===== src/rtl/alu_pkg.sv =====
// Shared opcode, FSM state and flag-index definitions for the pipelined ALU.
// Pure declarations, no logic.
// Imported by alu_pipe and its sub-modules.
package alu_pkg;

    // Opcodes carried on alu_op
    localparam logic [3:0] OP_AND = 4'h0;
    localparam logic [3:0] OP_OR  = 4'h1;
    localparam logic [3:0] OP_XOR = 4'h2;
    localparam logic [3:0] OP_ADD = 4'h3;
    localparam logic [3:0] OP_SUB = 4'h4;
    localparam logic [3:0] OP_NOT = 4'h5;
    localparam logic [3:0] OP_SLL = 4'h6;
    localparam logic [3:0] OP_SRL = 4'h7;
    localparam logic [3:0] OP_SRA = 4'h8;
    localparam logic [3:0] OP_MUL = 4'h9;
    localparam logic [3:0] OP_CMP = 4'hA;

    // Control FSM: IDLE accepts work, MUL waits on the iterative multiplier
    typedef enum logic {
        ST_IDLE = 1'b0,
        ST_MUL  = 1'b1
    } state_t;

    // Bit positions inside cond_fc = {F,C}
    localparam int FC_F = 1;
    localparam int FC_C = 0;

    // Bit positions inside cond_znl = {N,Z,L}
    localparam int ZNL_N = 2;
    localparam int ZNL_Z = 1;
    localparam int ZNL_L = 0;

endpackage


===== src/rtl/alu_mul_iter.sv =====
// Iterative shift-add multiplier, one multiplier bit per cycle.
// start at edge N -> o_done high after edge N+WIDTH; held until i_ack.
// Result is frozen while done and not acknowledged; a new start overrides.
module alu_mul_iter #(
    parameter int WIDTH = 16
) (
    input  logic             clk,
    input  logic             reset,
    input  logic             i_start,
    input  logic [WIDTH-1:0] i_a,
    input  logic [WIDTH-1:0] i_b,
    input  logic             i_ack,
    output logic             o_done,
    output logic [WIDTH-1:0] o_prod_lo,
    output logic             o_prod_hi_nz
);
    import alu_pkg::*;

    localparam int              CNT_W   = $clog2(WIDTH + 1);
    localparam logic [CNT_W-1:0] LP_LAST = CNT_W'(WIDTH);

    logic                 r_run;
    logic [CNT_W-1:0]     r_cnt;
    logic [2*WIDTH-1:0]   r_acc;
    logic [2*WIDTH-1:0]   r_mcand;
    logic [WIDTH-1:0]     r_mplier;

    // Done once every multiplier bit has been consumed
    assign o_done       = r_run && (r_cnt == LP_LAST);
    assign o_prod_lo    = r_acc[WIDTH-1:0];
    assign o_prod_hi_nz = |r_acc[2*WIDTH-1:WIDTH];

    // Load operands on start, then add the shifted multiplicand for each set bit
    always_ff @(posedge clk or posedge reset) begin
        if (reset) begin
            r_run    <= 1'b0;
            r_cnt    <= '0;
            r_acc    <= '0;
            r_mcand  <= '0;
            r_mplier <= '0;
        end else if (i_start) begin
            r_run    <= 1'b1;
            r_cnt    <= '0;
            r_acc    <= '0;
            r_mcand  <= {{WIDTH{1'b0}}, i_a};
            r_mplier <= i_b;
        end else if (o_done) begin
            if (i_ack) begin
                r_run <= 1'b0;
            end
        end else if (r_run) begin
            if (r_mplier[0]) begin
                r_acc <= r_acc + r_mcand;
            end
            r_mcand  <= r_mcand << 1;
            r_mplier <= r_mplier >> 1;
            r_cnt    <= r_cnt + CNT_W'(1);
        end
    end

endmodule


===== src/rtl/alu_pipe.sv =====
// Registered ALU: operand register at accept, result/flag register one edge later.
// Latency 2 edges for single-cycle ops (1/cycle throughput), WIDTH+1 edges for MUL.
// in_ready drops while the result is held unretired or a multiply is running.
module alu_pipe #(
    parameter int WIDTH      = 16,
    parameter int SHAMT_W    = $clog2(WIDTH),
    parameter int ENABLE_MUL = 1
) (
    input  logic             clk,
    input  logic             reset,
    input  logic             in_valid,
    output logic             in_ready,
    input  logic [3:0]       alu_op,
    input  logic             set_znl,
    input  logic [WIDTH-1:0] a,
    input  logic [WIDTH-1:0] b,
    output logic             out_valid,
    input  logic             out_ready,
    output logic [WIDTH-1:0] result,
    output logic [1:0]       cond_fc,
    output logic [2:0]       cond_znl,
    output logic             busy
);
    import alu_pkg::*;

    localparam bit LP_MUL_EN = (ENABLE_MUL != 0);

    state_t             r_state;
    logic               r_busy;

    logic               r_s1_vld;
    logic [3:0]         r_s1_op;
    logic [WIDTH-1:0]   r_s1_a;
    logic [WIDTH-1:0]   r_s1_b;
    logic               r_s1_znl;

    logic [WIDTH-1:0]   r_result;
    logic               r_out_valid;
    logic [1:0]         r_fc;
    logic [2:0]         r_znl;

    logic               w_adv;
    logic               w_accept;
    logic               w_is_mul;
    logic               w_mul_start;
    logic               w_mul_done;
    logic               w_mul_wr;
    logic               w_mul_hi_nz;
    logic [WIDTH-1:0]   w_mul_lo;

    logic [WIDTH:0]     w_sum;
    logic [WIDTH-1:0]   w_diff;
    logic [WIDTH-1:0]   w_neg_b;
    logic signed [WIDTH-1:0] w_sra;
    logic               w_lt_u;
    logic               w_lt_s;
    logic               w_add_ovf;
    logic               w_sub_ovf;
    logic [WIDTH-1:0]   w_res;
    logic [1:0]         w_fc;
    logic [2:0]         w_znl;

    // Output slot is free when empty or retiring this cycle
    assign w_adv       = !r_out_valid || out_ready;
    assign in_ready    = (r_state == ST_IDLE) && w_adv;
    assign w_accept    = in_valid && in_ready;
    assign w_is_mul    = LP_MUL_EN && (alu_op == OP_MUL);
    assign w_mul_start = w_accept && w_is_mul;
    assign w_mul_wr    = (r_state == ST_MUL) && w_mul_done && w_adv;

    assign out_valid = r_out_valid;
    assign result    = r_result;
    assign cond_fc   = r_fc;
    assign cond_znl  = r_znl;
    assign busy      = r_busy;

    // Operand stage: multiplies bypass it and go straight to the multiplier
    always_ff @(posedge clk or posedge reset) begin
        if (reset) begin
            r_s1_vld <= 1'b0;
            r_s1_op  <= '0;
            r_s1_a   <= '0;
            r_s1_b   <= '0;
            r_s1_znl <= 1'b0;
        end else if (w_accept) begin
            r_s1_vld <= !w_is_mul;
            r_s1_op  <= alu_op;
            r_s1_a   <= a;
            r_s1_b   <= b;
            r_s1_znl <= set_znl;
        end else if (w_adv) begin
            r_s1_vld <= 1'b0;
        end
    end

    assign w_sum     = {1'b0, r_s1_a} + {1'b0, r_s1_b};
    assign w_diff    = r_s1_a - r_s1_b;
    assign w_neg_b   = -r_s1_b;
    assign w_sra     = $signed(r_s1_a) >>> r_s1_b[SHAMT_W-1:0];
    assign w_lt_u    = r_s1_a < r_s1_b;
    assign w_lt_s    = $signed(r_s1_a) < $signed(r_s1_b);
    assign w_add_ovf = (r_s1_a[WIDTH-1] == r_s1_b[WIDTH-1]) && (w_sum[WIDTH-1] != r_s1_a[WIDTH-1]);
    assign w_sub_ovf = (r_s1_a[WIDTH-1] != r_s1_b[WIDTH-1]) && (w_diff[WIDTH-1] != r_s1_a[WIDTH-1]);

    // Single-cycle op decode; flags default to their held values
    always_comb begin
        w_res = '0;
        w_fc  = r_fc;
        w_znl = r_znl;
        case (r_s1_op)
            OP_AND: w_res = r_s1_a & r_s1_b;
            OP_OR:  w_res = r_s1_a | r_s1_b;
            OP_XOR: w_res = r_s1_a ^ r_s1_b;
            OP_NOT: w_res = ~r_s1_a;
            OP_ADD: begin
                w_res       = w_sum[WIDTH-1:0];
                w_fc[FC_C]  = w_sum[WIDTH];
                w_fc[FC_F]  = w_add_ovf;
            end
            OP_SUB: begin
                w_res       = w_diff;
                w_fc[FC_C]  = w_lt_u;
                w_fc[FC_F]  = w_sub_ovf;
            end
            OP_CMP: begin
                w_fc[FC_C]  = w_lt_u;
                w_fc[FC_F]  = w_sub_ovf;
            end
            // Negative b shifts right by |b|; shift counts >= WIDTH naturally yield 0
            OP_SLL: w_res = r_s1_b[WIDTH-1] ? (r_s1_a >> w_neg_b) : (r_s1_a << r_s1_b);
            OP_SRL: w_res = r_s1_a >> 1;
            // Any upper shift bit set means the shift exceeds the width: pure sign fill
            OP_SRA: w_res = (|r_s1_b[WIDTH-1:SHAMT_W]) ? {WIDTH{r_s1_a[WIDTH-1]}} : w_sra;
            default: w_res = '0;
        endcase
        if (r_s1_znl && ((r_s1_op == OP_SUB) || (r_s1_op == OP_CMP))) begin
            w_znl[ZNL_N] = w_lt_s;
            w_znl[ZNL_Z] = (r_s1_a == r_s1_b);
            w_znl[ZNL_L] = w_lt_u;
        end
    end

    // Result and flag register; multiply completion and stage-1 advance never coincide
    always_ff @(posedge clk or posedge reset) begin
        if (reset) begin
            r_result    <= '0;
            r_out_valid <= 1'b0;
            r_fc        <= '0;
            r_znl       <= '0;
        end else if (w_mul_wr) begin
            r_result    <= w_mul_lo;
            r_out_valid <= 1'b1;
            r_fc[FC_F]  <= 1'b0;
            r_fc[FC_C]  <= w_mul_hi_nz;
        end else if (r_s1_vld && w_adv) begin
            r_result    <= w_res;
            r_out_valid <= 1'b1;
            r_fc        <= w_fc;
            r_znl       <= w_znl;
        end else if (out_ready) begin
            r_out_valid <= 1'b0;
        end
    end

    // Control FSM with registered busy
    always_ff @(posedge clk or posedge reset) begin
        if (reset) begin
            r_state <= ST_IDLE;
            r_busy  <= 1'b0;
        end else begin
            case (r_state)
                ST_IDLE: begin
                    if (w_mul_start) begin
                        r_state <= ST_MUL;
                        r_busy  <= 1'b1;
                    end
                end
                ST_MUL: begin
                    if (w_mul_wr) begin
                        r_state <= ST_IDLE;
                        r_busy  <= 1'b0;
                    end
                end
                default: begin
                    r_state <= ST_IDLE;
                    r_busy  <= 1'b0;
                end
            endcase
        end
    end

    generate
        if (LP_MUL_EN) begin : g_mul
            alu_mul_iter #(
                .WIDTH (WIDTH)
            ) u_mul (
                .clk          (clk),
                .reset        (reset),
                .i_start      (w_mul_start),
                .i_a          (a),
                .i_b          (b),
                .i_ack        (w_mul_wr),
                .o_done       (w_mul_done),
                .o_prod_lo    (w_mul_lo),
                .o_prod_hi_nz (w_mul_hi_nz)
            );
        end else begin : g_no_mul
            assign w_mul_done  = 1'b0;
            assign w_mul_lo    = '0;
            assign w_mul_hi_nz = 1'b0;
        end
    endgenerate

endmodule


===== config.mk =====
export PLATFORM = sky130hd
export DESIGN_NAME = alu_pipe
export DESIGN_NICKNAME = d
export VERILOG_FILES = /design/src/rtl/alu_pkg.sv /design/src/rtl/alu_mul_iter.sv /design/src/rtl/alu_pipe.sv
export SDC_FILE = /design/constraint.sdc
export NUM_CORES = 1
export LEC_CHECK = 0
export CAP_MARGIN = 20
export CORE_MARGIN = 2
export CORE_UTILIZATION = 65
export CTS_BUF_LIST = sky130_fd_sc_hd__clkbuf_16
export CTS_CLUSTER_SIZE = 8
export DETAILED_ROUTE_END_ITERATION = 6
export PLACE_DENSITY = 0.85
export SETUP_SLACK_MARGIN = 0.2
export SYNTH_ARGS = -nofsm -noshare
export SYNTH_HDL_FRONTEND = slang
export SYNTH_SLANG_ARGS = --single-unit

===== constraint.sdc =====
create_clock -name clk -period 8.5 [get_ports clk]
set_input_delay 1.275 -clock clk [delete_from_list [all_inputs] [get_ports clk]]
set_output_delay 1.275 -clock clk [all_outputs]
set_load 0.1 [all_outputs]

==> parameters.txt, run 1 <==
Parameter                              Value

Clock tree
  Hold_buf cts    0
  Number of buffers inserted during clock tree synthesis    17
  Clock transition at the register clock pins on the worst setup and hold paths after CTS    0.06 ns
  Clk root buf    clkbuf_16
  Sinks on the clock net    148
  Post-CTS setup-driven buffer insertion count    0
  Number of cells upsized or downsized after cts    0
  H-tree depth    4
  Buffer levels on the longest clock path    2
  TritonCTS clock tree    done
  Later-pin clock latency in the skew report    0.43 ns

Synth
  Proportion of register bits with asynchronous set or reset after synthesis    100%
  Yosys reg bits    148
  Synth Instances    approximately 1,600
  Number of synthesis warnings    0
  Net count after synthesis    1,738
  Number of synthesized flops with an enable pin    0
  Mean area per synthesized cell    7.67 um2
  Number of library cell types mapped by synthesis    81
  Commonest register cell after synthesis    dfrtp_1
  Portion of the post-synthesis area used by sequential elements    29.9%
  Combined area of all synthesized cells    0.0124 mm2

GRT
  First-pass GRT wire length    69,200 um
  Leftover overflow at the end of global routing    0
  GRT Overall Usage    between 40% and 50%
  Maximum number of pins on one net before global-route repair    81
  Number of global-route vias before repair    12,248
  Number of antenna violations at the first check in global routing    0

Floorplanning
  Height of the die    142 um
  Full die area    0.0201 mm2
  Cell Rows    50
  Die extent in x    142 um
  Core area    0.0187 mm2
  Initial Util    66.1%
  Boundary Pins    65

STA
  Slew of the pin with the lowest slew margin    1.03 ns
  RSZ-0062 raised after global routing    false
  Final hold violation count    0
  Final setup violation count    0
  Highest Clock Rate    224 MHz
  Ratio of final minimum period to clock period    a little over half
  Clock Skew    0.00970 ns
  Summed negative setup slack over all endpoints    0 ns
  Time the worst path needs with I/O delays and setup    4.47 ns
  Max Transition Viols Final    0
  Relative slew slack    31.3%

Critical path
  Maximum fanout count along the critical path    4
  Crit path capture type    primary output
  R2R cell count    12
  Critical path arrival    3.19 ns
  Kind of critical path    input port to primary output
  Required time worst endpoint    between 7 and 8 ns
  Startpoint types    input port

Route
  Detailed-route DRC error count    12
  Average wire length per cell after detail routing    23.9 um
  Number of vias per cell    7.07
  Routed WL    44,400 um
  Pre-Repair DR Iteration Count    7
  ANT nets after route    0
  Number of DRC markers in iteration 0    around 1,900
  Total number of vias    13,151

Placed design
  HPWL after DPL    roughly 32,000 um
  Buffers on Ports    64
  Final GP Congestion    between 1 and 1.5

Hold path
  Min-delay worst type    register to register
  WHS Path Cells    2

Finish
  Fraction of layout instances using a drive strength above 1    6.21%
  Fillcell total    between 1,000 and 1,500
  Sequential Area    0.00370 mm2
  Multi-input gate area    0.00806 mm2
  Signed area change from the synthesized netlist to the final layout    10.5%
  Total Nets Final    1,739
  Diodes inserted    0

Outcome
  Result of the run    finished, violations left
  Violated checks    DRC

Flow run
  Max-cap viol count    0
[final cells by class]
type                       count  share of cell area [%]
inverter                      61                    1.71
clock inverter                15                    1.04
tap                          234                    2.14
timing repair buffer          85                    5.99
sequential                   148                    27.1
multi-input combinational   1300                    58.9
clock buffer                  17                    3.11
[logic make-up after synthesis]
family | share of synthesized area, %
XOR/XNOR | 2.90
AO/OA/AOI/OAI | 25.9
AND/OR/NAND/NOR | 22.1
flip-flops | 29.9
buffers and inverters | 5.19
adder cells (fa/ha/maj) | 8.78
multiplexers | 5.13
[metrics by stage]
stage	hold slack (ns)	area, um2	cells	util (%)	setup slack (ns)
6_report	0.486	13700	1860	73.1	4.03
3_3_place_gp	0.469	13100	1826	69.9	4.09
4_1_cts	0.491	13600	1858	72.9	4.04
3_5_place_dp	0.478	13100	1826	69.9	4.05
2_1_floorplan	0.462	12400	1612	-	3.25
5_1_grt	0.532	13700	1860	73.1	3.77
[routing by layer]
metal	wire length (um)	part of all wire (%)	vias to the layer above	global-route usage, %
met2	19500	44	939	68.6
met3	4940	11	244	8.92
met5	0	0	-	0
met4	3250	7.3	0	27.5
met1	16700	38	6165	58.5
li1	-	-	5803	-
[registers in the layout (all words and copies together), names as in the netlist, 2 cells and up]
register,cells
r_s1_a,16
result,16
cond_znl,3
g_mul.u_mul.r_cnt,5
g_mul.u_mul.r_acc,32
r_s1_op,4
g_mul.u_mul.r_mplier,16
r_s1_b,16
g_mul.u_mul.r_mcand,32
cond_fc,2
[worst paths after layout]
kind	start	end	slack, ns
worst min register to register	cond_znl[1]$_DFFE_PP0P_	cond_znl[1]$_DFFE_PP0P_	0.49
max in group asynchronous	reset	r_s1_b[4]$_DFFE_PP0P_	6.09
worst max register to register	r_s1_b[1]$_DFFE_PP0P_	cond_fc[1]$_DFFE_PP0P_	4.04
worst max-delay path	out_ready	in_ready	4.03
worst min-delay path	cond_znl[1]$_DFFE_PP0P_	cond_znl[1]$_DFFE_PP0P_	0.49
min in group asynchronous	reset	r_s1_a[1]$_DFFE_PP0P_	1.30
[Yosys cell counts, types with 16 or more instances]
library cell    n  area [um2]
nor2_1        162         608
a211oi_1       38         285
nand3_1        22         110
ha_1           82        1030
nor3_1         30         150
a31oi_1        46         288
a21oi_1       148         741
dfrtp_1       148        3700
xnor2_1        29         254
and3_1         19         119
o21ai_0       118         591
inv_1          58         218
nand2b_1       17         106
nand2_1       281        1050
clkbuf_1       86         323
o22ai_1        16         100
mux2i_1        33         330
[layout by cell type, fill, tap and decap left out, types with 11 or more instances in the layout]
master	count
buf_4	20
nand2b_1	16
mux2i_1	33
mux2_2	13
clkbuf_16	17
o211ai_1	12
ha_1	82
a211oi_1	38
o22ai_1	16
a221oi_1	11
o21ai_0	118
nor4_1	11
and3_1	18
a21oi_1	148
o31ai_1	13
nor3_1	28
clkdlybuf4s50_1	64
a31oi_1	46
nand3_1	22
nor2_1	162
and2_1	13
dfrtp_1	148
xnor2_1	29
nand2_1	280
xor2_1	12
inv_1	58
[worst max-delay path, cell delays in order]
cell and delay [ns]:
clkdlybuf4s50_1 0.48, nor2b_1 0.08, nor2_1 0.18, clkdlybuf4s50_1 1.17
Power of run 1 is not shown: default switching activity piles up to over one toggle a cycle in this logic, so the estimate is an artifact.
==> run 2: changes to the inputs <==
--- a/config.mk
+++ b/config.mk
@@ -7,11 +7,11 @@
 export LEC_CHECK = 0
 export CAP_MARGIN = 20
 export CORE_MARGIN = 2
-export CORE_UTILIZATION = 65
+export CORE_UTILIZATION = 62
 export CTS_BUF_LIST = sky130_fd_sc_hd__clkbuf_16
 export CTS_CLUSTER_SIZE = 8
 export DETAILED_ROUTE_END_ITERATION = 6
-export PLACE_DENSITY = 0.85
+export PLACE_DENSITY = 0.82
 export SETUP_SLACK_MARGIN = 0.2
 export SYNTH_ARGS = -nofsm -noshare
 export SYNTH_HDL_FRONTEND = slang
==> constraint.sdc (replaced) <==
create_clock -name clk -period 4.5 [get_ports clk]
set_input_delay 0.675 -clock clk [delete_from_list [all_inputs] [get_ports clk]]
set_output_delay 0.675 -clock clk [all_outputs]
set_load 0.1 [all_outputs]
==> run 2 against run 1 <==
Effect of this change:
- the flow still finishes with violations (DRC)
- clock-buffer cell count unchanged
- final cell count rose by 2.6%
- register-to-register slack got worse by 3.4 ns
- worst hold slack improved by 0.016 ns
- non-clock buffer count up 17
- core utilization decreased by 2.4 points
- design area is 1.0% higher
- worst setup slack got worse by 3.4 ns
- routed wire length decreased by 0.81%
- via count is 0.76% lower
- global-route usage decreased by 3.7 points
- sequential share of layout area is 0.27 points lower
- critical path type is now register to register
==> parameters.txt, run 2 (synthesis gave the netlist of run 1 again) <==
Parameter                              Value

Hold path
  Min-delay worst type    register to register

STA
  RSZ-0062 raised after global routing    false
  Ratio of final minimum period to clock period    85.2%
  Minimum hold slack    0.502 ns
  Highest Clock Rate    261 MHz
  Final hold violation count    0
  Least setup slack across all paths after layout    0.665 ns
  Summed negative setup slack over all endpoints    0 ns
  Final setup violation count    0
  Time the worst path needs with I/O delays and setup    3.83 ns
  Max Transition Viols Final    0
  Slew of the pin with the lowest slew margin    1.22 ns
  Relative slew slack    approximately 18%
  Clock Skew    0.0117 ns

Clock tree
  Clk root buf    clkbuf_16
  Buffer levels on the longest clock path    2
  Hold_buf cts    0
  Number of buffers inserted during clock tree synthesis    17
  Number of cells upsized or downsized after cts    0
  Clock transition at the register clock pins on the worst setup and hold paths after CTS    ~0.07 ns
  TritonCTS clock tree    done
  Sinks on the clock net    roughly 150
  H-tree depth    4
  Later-pin clock latency in the skew report    around 0.44 ns
  Post-CTS setup-driven buffer insertion count    0

Floorplanning
  Height of the die    around 150 um
  Boundary Pins    65
  Initial Util    between 60 and 70%
  Cell Rows    just over 50
  Die extent in x    145 um
  Full die area    0.0211 mm2
  Core area    0.0195 mm2

Placed design
  Setup WS pre-CTS    0.896 ns
  HPWL after DPL    about 32,000 um
  Buffers on Ports    64
  Final GP Congestion    1.10

GRT
  Met1 global-route usage    55.4%
  Number of antenna violations at the first check in global routing    0
  GRT Overall Usage    around two fifths
  Maximum number of pins on one net before global-route repair    approximately 150
  Number of global-route vias before repair    12,333
  Met2 track demand over resource    60.6%
  First-pass GRT wire length    68,400 um
  Met3 track demand over resource in global routing    roughly 10%
  Top Usage Layer GRT    met2
  Leftover overflow at the end of global routing    0

Critical path
  Critical path arrival    4.19 ns
  Crit path capture type    register
  Combined buffer and inverter count along the critical path    2
  Kind of critical path    register to register
  Cell breakdown of the critical path    inv_1 > ha_1 > inv_1 > fa_1 > nor2b_1 > o21a_1 > o21ai_0 > o2111a_1 > nor2_1 > a211oi_1 > a21oi_1 > or3_1 > a21oi_1
  Crit-path max cell delay    0.52 ns
  Max stage delay cell, worst path    dfrtp_1
  Startpoint types    register
  Required time worst endpoint    4.85 ns
  Maximum fanout count along the critical path    9
  Family with the most delay on the worst path    compound AO/OA/AOI/OAI gates

Power and ir drop
  Power per standard cell area    923 mW/mm2
  Total Power Consumption    roughly 13 mW
  Worst VDD drop    between 0.6 and 0.7 mV
  Static Leakage    5.86 nW

Route
  Total number of vias    ~13,000
  Pre-Repair DR Iteration Count    7
  Detailed-route DRC error count    23
  ANT nets after route    0
  Number of DRC markers in iteration 0    around 1,700
  Number of vias per cell    6.84
  Routed WL    ~44,000 um
  Average wire length per cell after detail routing    around 23 um

Outcome
  Result of the run    finished, violations left
  Violated checks    DRC

Finish
  Sequential Area    0.00370 mm2
  Diodes inserted    0
  Total Nets Final    1,756
  Fraction of layout instances using a drive strength above 1    approximately 7.2%
  Commonest non-fill, non-tap cell in the layout    nand2_1
  Multi-input gate area    between 0.008 and 0.009 mm2
  Largest registers    g_mul.u_mul.r_acc x32, g_mul.u_mul.r_mcand x32
  Signed area change from the synthesized netlist to the final layout    11.6%
  Fillcell total    around 1,600
  Leading cell types in the layout, fill and taps excluded    280 x nand2_1, 162 x nor2_1, 148 x a21oi_1, 148 x dfrtp_1, 118 x o21ai_0

Flow run
  Max-cap viol count    0
[run 2: power by group]
part	switching (mW)	internal [mW]
registers	0.717	1.88
clock network	0.670	0.720
logic	5.76	2.99
[run 2: cell type report]
class	instances	area share, %
multi-input combinational	1300	58.3
sequential	148	26.8
timing repair buffer	102	6.78
clock buffer	17	3.08
tap	265	2.40
inverter	61	1.69
clock inverter	15	0.906
[run 2: final timing paths]
check                                 startpoint                                  end  slack (ns)  cells after the start
max                        r_s1_a[0]$_DFFE_PP0P_               cond_fc[0]$_DFFE_PP0P_        0.67                     13
min                         r_s1_vld$_DFFE_PP0P_                 r_s1_vld$_DFFE_PP0P_        0.50                      2
max reg2reg                r_s1_a[0]$_DFFE_PP0P_               cond_fc[0]$_DFFE_PP0P_        0.67                     13
min reg2reg                 r_s1_vld$_DFFE_PP0P_                 r_s1_vld$_DFFE_PP0P_        0.50                      2
max in group asynchronous                  reset  g_mul.u_mul.r_mplier[7]$_DFFE_PP0P_        3.03                      3
min in group asynchronous                  reset     g_mul.u_mul.r_acc[1]$_DFFE_PP0P_        0.79                      3
[run 2: metal layers]
layer | vias to the layer above | part of all wire, %
met3 | 180 | 12
li1 | 5835 | -
met2 | 885 | 43
met5 | - | 0
met4 | 0 | 5.7
met1 | 6151 | 39
[run 2: worst register-to-register path, stage by stage, from the launching register on]
cell	delay [ns]
dfrtp_1	0.52
inv_1	0.18
ha_1	0.21
inv_1	0.06
fa_1	0.41
nor2b_1	0.15
o21a_1	0.20
o21ai_0	0.49
o2111a_1	0.30
nor2_1	0.09
a211oi_1	0.50
a21oi_1	0.12
or3_1	0.36
a21oi_1	0.15
[run 2: stage by stage]
| step | instance area, um2 | utilization, % | instances |
|---|---|---|---|
| after floorplan | 12400 | - | 1612 |
| after global placement | 13300 | 67.9 | 1876 |
| after detailed placement | 13300 | 67.9 | 1876 |
| after CTS | 13800 | 70.7 | 1908 |
| after global routing | 13800 | 70.7 | 1908 |
| final | 13800 | 70.7 | 1908 |
No activity file was read; power rests on OpenSTA's default activity.
